--- src/rtl/pipe_pkg.sv ---
// Shared definitions for the pipeline stage controller: datapath widths,
// the NOP encoding, the PC step, the IF/ID bundle layout and small helpers.
package pipe_pkg;

  localparam int XLEN       = 32;
  localparam int REG_ADDR_W = 5;

  localparam logic [XLEN-1:0] NOP_INSTR = 32'h0000_0000;
  localparam logic [XLEN-1:0] PC_STEP   = 32'd4;

  // IF/ID pipeline register contents; valid is the MSB of the packed vector.
  typedef struct packed {
    logic            valid;
    logic [XLEN-1:0] pcplus4;
    logic [XLEN-1:0] instr;
  } ifid_t;

  // Value held in IF/ID after reset or when a taken branch squashes fetch.
  localparam ifid_t IFID_BUBBLE = '{valid: 1'b0, pcplus4: {XLEN{1'b0}}, instr: NOP_INSTR};

  // Sequential next PC; wraps naturally modulo 2^XLEN.
  function automatic logic [XLEN-1:0] pc_incr(input logic [XLEN-1:0] pc);
    return pc + PC_STEP;
  endfunction

  // 32-bit increment that sticks at all-ones instead of wrapping.
  function automatic logic [31:0] sat_inc32(input logic [31:0] v);
    logic [31:0] r;
    if (v == 32'hFFFF_FFFF) begin
      r = v;
    end else begin
      r = v + 32'd1;
    end
    return r;
  endfunction

endpackage

--- src/rtl/pipe_reg_ec.sv ---
// Width-parameterised pipeline register: asynchronous active-high reset,
// enable (holds when low) and a synchronous clear to a fixed value.
// A low enable takes priority over clear so a frozen stage ignores squashes.
module pipe_reg_ec #(
  parameter int           W       = 1,
  parameter logic [W-1:0] RST_VAL = {W{1'b0}},
  parameter logic [W-1:0] CLR_VAL = {W{1'b0}}
) (
  input  logic         clk,
  input  logic         rst,
  input  logic         en,
  input  logic         clr,
  input  logic [W-1:0] d,
  output logic [W-1:0] q
);

  logic [W-1:0] q_d;
  logic [W-1:0] q_q;

  // Next-state selection: hold, clear, or load.
  always_comb begin
    q_d = q_q;
    if (!en) begin
      q_d = q_q;
    end else if (clr) begin
      q_d = CLR_VAL;
    end else begin
      q_d = d;
    end
  end

  // State flop with asynchronous reset.
  always_ff @(posedge clk or posedge rst) begin
    if (rst) begin
      q_q <= RST_VAL;
    end else begin
      q_q <= q_d;
    end
  end

  assign q = q_q;

endmodule

--- src/rtl/pipe_stage_ctl.sv ---
// Pipeline stage controller: owns the PC, IF/ID and ID/EX registers and
// applies hazard-unit stall/flush plus the decode-stage branch redirect.
// A sticky watchdog flags stall runs longer than MAX_STALL cycles.
// Optional build macro PIPE_PERF_CNT_EN adds saturating stall/flush cycle
// counters; without it stall_cnt/flush_cnt are tied to zero.
module pipe_stage_ctl
  import pipe_pkg::*;
#(
  parameter logic [31:0] RESET_PC  = 32'h0000_0000,
  parameter int          CTRL_W    = 10,
  parameter int          MAX_STALL = 3
) (
  input  logic              clk,
  input  logic              rst,
  input  logic              stall_i,
  input  logic              flush_i,
  input  logic              pcsrc_d,
  input  logic [31:0]       pc_branch_d,
  input  logic [31:0]       instr_f,
  output logic [31:0]       pc_f,
  output logic [31:0]       instr_d,
  output logic [31:0]       pcplus4_d,
  output logic              valid_d,
  input  logic [CTRL_W-1:0] ctrl_d,
  input  logic [4:0]        rs_d,
  input  logic [4:0]        rt_d,
  input  logic [4:0]        rd_d,
  output logic [CTRL_W-1:0] ctrl_e,
  output logic [4:0]        rs_e,
  output logic [4:0]        rt_e,
  output logic [4:0]        rd_e,
  output logic              valid_e,
  output logic              stall_err,
  output logic [31:0]       stall_cnt,
  output logic [31:0]       flush_cnt
);

  localparam int IDEX_W    = CTRL_W + 3 * REG_ADDR_W + 1;
  localparam int RUN_W_RAW = $clog2(MAX_STALL + 2);
  localparam int RUN_W     = (RUN_W_RAW < 2) ? 2 : RUN_W_RAW;
  localparam logic [RUN_W-1:0] RUN_LIMIT = RUN_W'(MAX_STALL);
  localparam logic [RUN_W-1:0] RUN_SAT   = RUN_W'(MAX_STALL + 1);

  logic              fetch_en;
  logic [XLEN-1:0]   pc_d;
  logic [XLEN-1:0]   pc_q;
  ifid_t             ifid_d;
  ifid_t             ifid_q;
  logic [IDEX_W-1:0] idex_d;
  logic [IDEX_W-1:0] idex_q;
  logic [RUN_W-1:0]  run_d;
  logic [RUN_W-1:0]  run_q;
  logic              stall_err_d;
  logic              stall_err_q;

  // A stall freezes both the PC and IF/ID; a redirect under stall is dropped.
  assign fetch_en = ~stall_i;

  // Next fetch PC: branch target when taken, otherwise sequential.
  always_comb begin
    pc_d = pc_q;
    if (pcsrc_d) begin
      pc_d = pc_branch_d;
    end else begin
      pc_d = pc_incr(pc_q);
    end
  end

  pipe_reg_ec #(
    .W       (XLEN),
    .RST_VAL (RESET_PC),
    .CLR_VAL (RESET_PC)
  ) u_pc_reg (
    .clk (clk),
    .rst (rst),
    .en  (fetch_en),
    .clr (1'b0),
    .d   (pc_d),
    .q   (pc_q)
  );

  // IF/ID load value: the fetched word and its fall-through address.
  always_comb begin
    ifid_d         = IFID_BUBBLE;
    ifid_d.valid   = 1'b1;
    ifid_d.pcplus4 = pc_incr(pc_q);
    ifid_d.instr   = instr_f;
  end

  pipe_reg_ec #(
    .W       ($bits(ifid_t)),
    .RST_VAL (IFID_BUBBLE),
    .CLR_VAL (IFID_BUBBLE)
  ) u_ifid_reg (
    .clk (clk),
    .rst (rst),
    .en  (fetch_en),
    .clr (pcsrc_d),
    .d   (ifid_d),
    .q   (ifid_q)
  );

  // ID/EX load value: decode bundle plus the validity of the decoded slot.
  always_comb begin
    idex_d = {ifid_q.valid, rd_d, rt_d, rs_d, ctrl_d};
  end

  pipe_reg_ec #(
    .W       (IDEX_W),
    .RST_VAL ({IDEX_W{1'b0}}),
    .CLR_VAL ({IDEX_W{1'b0}})
  ) u_idex_reg (
    .clk (clk),
    .rst (rst),
    .en  (1'b1),
    .clr (flush_i),
    .d   (idex_d),
    .q   (idex_q)
  );

  // Stall watchdog: count the current run and latch an error on overrun.
  always_comb begin
    run_d       = run_q;
    stall_err_d = stall_err_q;
    if (stall_i) begin
      if (run_q != RUN_SAT) begin
        run_d = run_q + RUN_W'(1);
      end else begin
        run_d = run_q;
      end
      if (run_q == RUN_LIMIT) begin
        stall_err_d = 1'b1;
      end else begin
        stall_err_d = stall_err_q;
      end
    end else begin
      run_d       = {RUN_W{1'b0}};
      stall_err_d = stall_err_q;
    end
  end

  // Watchdog state; only reset clears the sticky error.
  always_ff @(posedge clk or posedge rst) begin
    if (rst) begin
      run_q       <= {RUN_W{1'b0}};
      stall_err_q <= 1'b0;
    end else begin
      run_q       <= run_d;
      stall_err_q <= stall_err_d;
    end
  end

`ifdef PIPE_PERF_CNT_EN
  logic [31:0] stall_cnt_d;
  logic [31:0] stall_cnt_q;
  logic [31:0] flush_cnt_d;
  logic [31:0] flush_cnt_q;

  // Saturating hazard cycle counters.
  always_comb begin
    stall_cnt_d = stall_cnt_q;
    flush_cnt_d = flush_cnt_q;
    if (stall_i) begin
      stall_cnt_d = sat_inc32(stall_cnt_q);
    end else begin
      stall_cnt_d = stall_cnt_q;
    end
    if (flush_i) begin
      flush_cnt_d = sat_inc32(flush_cnt_q);
    end else begin
      flush_cnt_d = flush_cnt_q;
    end
  end

  // Counter flops.
  always_ff @(posedge clk or posedge rst) begin
    if (rst) begin
      stall_cnt_q <= 32'h0;
      flush_cnt_q <= 32'h0;
    end else begin
      stall_cnt_q <= stall_cnt_d;
      flush_cnt_q <= flush_cnt_d;
    end
  end

  assign stall_cnt = stall_cnt_q;
  assign flush_cnt = flush_cnt_q;
`else
  assign stall_cnt = 32'h0;
  assign flush_cnt = 32'h0;
`endif

  assign pc_f      = pc_q;
  assign instr_d   = ifid_q.instr;
  assign pcplus4_d = ifid_q.pcplus4;
  assign valid_d   = ifid_q.valid;
  assign ctrl_e    = idex_q[CTRL_W-1:0];
  assign rs_e      = idex_q[CTRL_W +: REG_ADDR_W];
  assign rt_e      = idex_q[CTRL_W + REG_ADDR_W +: REG_ADDR_W];
  assign rd_e      = idex_q[CTRL_W + 2 * REG_ADDR_W +: REG_ADDR_W];
  assign valid_e   = idex_q[IDEX_W-1];
  assign stall_err = stall_err_q;

endmodule

--- config.mk ---
export PLATFORM = sky130hd
export DESIGN_NAME = pipe_stage_ctl
export DESIGN_NICKNAME = d
export VERILOG_FILES = /design/src/rtl/pipe_pkg.sv /design/src/rtl/pipe_reg_ec.sv /design/src/rtl/pipe_stage_ctl.sv
export SDC_FILE = /design/constraint.sdc
export NUM_CORES = 1
export LEC_CHECK = 0
export ABC_AREA = 1
export CORE_ASPECT_RATIO = 1.75
export CORE_UTILIZATION = 45
export DETAILED_ROUTE_END_ITERATION = 6
export GPL_TIMING_DRIVEN = 1
export PLACE_DENSITY = 0.82
export SLEW_MARGIN = 20
export SYNTH_ARGS = -nofsm -noshare
export SYNTH_HDL_FRONTEND = slang
export SYNTH_HIERARCHICAL = 1
export SYNTH_SLANG_ARGS = --single-unit
--- constraint.sdc ---
create_clock -name clk -period 2.8 [get_ports clk]
set_input_delay 0.28 -clock clk [delete_from_list [all_inputs] [get_ports clk]]
set_output_delay 0.28 -clock clk [all_outputs]
set_load 0.005 [all_outputs]
Word level (Yosys, flattened, before mapping) --
Index checks and enable logic that the tools add are counted.
Operators by class: add/subtract/negate cells 2, eq/ne operators 3, muxes and demuxes 5, reduce and logical (&&, ||, !) cells 1
Operator list (count):
- 65-bit two-way mux | 1
- 32-bit by 3-bit adder with 32-bit output (second input constant) | 1
- 32-bit two-way mux | 1
- 26-bit two-way mux | 1
- 3-bit two-way mux | 2
- 3-bit by 1-bit adder with 3-bit output (second input constant) | 1
- 3-bit by 2-bit equality test with 1-bit output (second input constant) | 1
- 3-bit inequality test (second input constant) | 1
- 2-bit by 1-bit inequality test with 1-bit output (second input constant) | 1
- 2-bit AND reduction | 1
Word-level totals: bits in registers 127, bits of input ports 94, output and inout bits 188

Longest topological paths before layout --
depth after elaboration 3, depth in mapped cells 12

Cells and area by module --
The synthesis kept the hierarchy.
Modules (own cells, without submodules):
- pipe_reg_ec (u_ifid_reg) | times used 1, cells each 284, area each 2626.3 um^2
- pipe_stage_ctl | times used 1, cells each 364, area each 2034.5 um^2
- pipe_reg_ec (u_pc_reg) | times used 1, cells each 141, area each 1358.8 um^2
- pipe_reg_ec (u_idex_reg) | times used 1, cells each 114, area each 1128.6 um^2

Worst setup path before layout --
No wires, ideal clock.
path type register to register, start register u_pc_reg.q_q[3], in the netlist u_pc_reg/q[3], end register u_pc_reg.q_q[26], in the netlist u_pc_reg/q[26], library setup time 0.117 ns, arrival time 1.451 ns, slack 1.231 ns, stages on the path, launching flop included 13, path buffers 0, clock period less this slack 1.569 ns, cells stage by stage dfrtp_1 > ha_1 > nand2_1 > nor2_2 > nand2_4 > nor2_4 > nand2_1 > nand2_1 > nand2_1 > nand2_1 > nand2_1 > nand3_1 > nand2_1
RTL lines:
- start: declaration | line pipe_reg_ec.sv:18 | logic [W-1:0] q_q;
- start signal: assignment | line pipe_reg_ec.sv:37 | q_q <= q_d;

==> results.ini <==
[die]
initial_core_util_pct = 46.2
rows = 60
die_area_um2 = 16400
die_h_um = 169
die_w_um = 97.3
ioPinCount = 282
coreArea_um2 = 15500

[placement]
dp_cells = 1273
portBuffers = 217
dpl.hpwl_um = 14300
gp_congestion = 0.894
dp_slack_ps = 779

[global_routing]
grtUsageTotal_pct = 24.9
grt_pass1_vias = 6310
grt_pass1_wl_um = 32100
grt_remaining_overflow = 0
antenna_found_initial = 0
grt_max_degree = 70

[final_layout]
nFillCells = 1337
antennaDiodeCount = 0
drive_gt1_share_pct = 9.83
area_growth_pct = 33.8
finalNonFillerCells = 1305
nets = 1204

[worst_setup_path]
path_class = flop to flop
r2r_start = u_pc_reg/q[3]
start_kind = flop
crit_path_cell_trace = ha_1 -> nand2_1 -> nor2_2 -> nand2_4 -> nor2_4 -> nand2_1 -> nand2_1 -> nand2_1 -> nand2_1 -> nand2_1 -> nand3_1 -> nand2_1
slowest_delay_ps = 440
cp.required_ps = 3090
crit_buf_inv = 0
crit_start = u_pc_reg/q[3]
slowest_stage = dfrtp_1
cp_common_cell = nand2_1
cp.arrival_ps = 2150
endpoint_kind = flop
critPathTopFamily = simple AND/OR/NAND/NOR gates
worstPathMaxFanout = 5

[sta]
setup_slack_ps = 941
maxSlewViolCount = 0
setup-tns-final_ps = 0
fin_crit_sh_pct = 66.4
post-route-min-period_ps = 1860
fmaxAchievable_mhz = 538
worstMarginPinSlew_ps = 784
relSlewSlack_pct = 47.7
finalSetupViolations = 0
fin_skew_ps = 8.91
finalHoldViolCount = 0
grt_setup_unrepaired = no

[power]
p_leak_nw = 4.80
power_per_cell_area_nw_per_um2 = 532
ir_worst_vdd_mv = 0.353

[clock_tree]
post_cts_resized = 0
cts_buffers = 17
root_buffer = clkbuf_16
htree_levels = 4
cts_setup_buffers = 0
clk_path_buf_depth = 2
hold_buffers = 0
clk-insertion-delay-late_ps = 410
clock_sinks = 127
cts_tree = built
clkSlewWorstSetupHoldPaths_ps = 60

[synth]
yosysWarnings = 6
synth.avg_cell_area_um2 = 7.92
seq_area_frac_synth_pct = 44.5
syn_inst = 903
yosysUniqueCellTypes = 29
synth_area_um2 = 7150
synth-seq-cells = 127

[routing]
drc = 0
wl_um = 20000
vias = 6420
routedWlPerCell_um = 15.3
ant_nets = 0
avgViaCountPerCell = 4.92
drtIter0Drc = 284
first_pass_iters = 6

[run_status]
outcome = finished, final reports clean

[min_path]
hp-class = input pin to asynchronous set/reset pin

[run]
max-cap-violations = 0

[stage by stage]
stage          power [mW]  utilization, %  instance area [µm²]  hold slack [ps]
2_1_floorplan        2.62               -                 7390             46.1
3_3_place_gp         3.03            58.3                 9020              439
3_5_place_dp         3.05            58.3                 9020              443
4_1_cts              5.14            61.9                 9570              175
5_1_grt              5.35            61.9                 9570              210
6_report             5.09            61.9                 9570              182
[path summary, 6_finish.rpt]
path	endpoint	slack [ps]	depth (start not counted)
worst min register to register	stall_err	450	1
worst max register to register	u_pc_reg/q[26]	940	12
worst max-delay path	u_pc_reg/q[26]	940	12
worst min-delay path	run_q[2]	180	2
max in group asynchronous	u_ifid_reg/q[59]	1920	3
min in group clk	u_idex_reg/q[20]	420	3
[Yosys cell counts (all sizes together)]
library cell	number	area, µm²
buf	103	851
nor2	40	225
nand3	138	691
xnor2	4	35.0
conb	2	7.51
o21ai	3	15.0
xor2	11	149
and2	6	37.5
a21oi	1	5.00
nand3b	5	37.5
dfrtp	127	3180
nand2	419	1680
dlygate4sd1	1	8.76
clkbuf	5	28.8
a21o	1	7.51
inv	33	139
ha	4	50.1
[layer usage]
layer  routed length (µm)  GRT usage [%]  up-vias  share of wire (%)
met5                    0              0        -                  0
met4                  964           14.4        0                4.8
li1                     -              -     3088                  -
met3                 1150           5.00       61                5.7
met2                11000           46.8      309                 55
met1                 6890           25.3     2962                 34
[cells by family (layout without fill, tap and decap cells)]
group           after synthesis  in the layout  synth area share [%]
compound gates                5              5                 0.385
simple gates                608            608                  37.4
fa+ha+maj                     4              4                 0.700
buf+inv                     142            293                  14.4
flops                       127            127                  44.5
xor+xnor                     15             15                  2.57
other cells                   2             67                 0.105
[sequential cells by signal, summed over array words and instances, names as in the netlist]
name,cells
u_ifid_reg/q,65
stall_err,1
u_pc_reg/q,32
u_idex_reg/q,26
run_q,3
[cell usage in the layout (no fill, tap or decap), types with 2 or more instances in the layout]
master and n:
o21ai_0 3, xnor2_1 4, inv_1 26, nand3_1 138, xor2_1 4, dfrtp_1 127
clkinv_2 6, clkdlybuf4s50_1 217, conb_1 67, inv_6 2, and2_1 6, nor2_4 8
buf_4 9, clkbuf_16 17, buf_12 2, nand2_1 379, nor2_2 6, nand2_4 2
xor2_2 7, ha_1 4, nand3b_1 5, nor2_1 26, nand2_2 38, inv_8 2
clkinvlp_4 5, inv_2 4
[power by group]
part           total (mW)  switching (mW)  internal, mW
registers            2.12           0.134          1.99
logic               0.908           0.431         0.478
clock network        2.06           0.843          1.22
[area by class of cell]
| class | count | area, µm² | area share, % |
|---|---|---|---|
| clock buffer | 18 | 429 | 4.49 |
| clock inverter | 14 | 119 | 1.24 |
| inverter | 33 | 140 | 1.47 |
| multi-input combinational | 699 | 3190 | 33.3 |
| sequential | 127 | 3180 | 33.2 |
| tap | 186 | 233 | 2.43 |
| timing repair buffer | 228 | 2280 | 23.8 |
(Power assumes the default switching activity.)
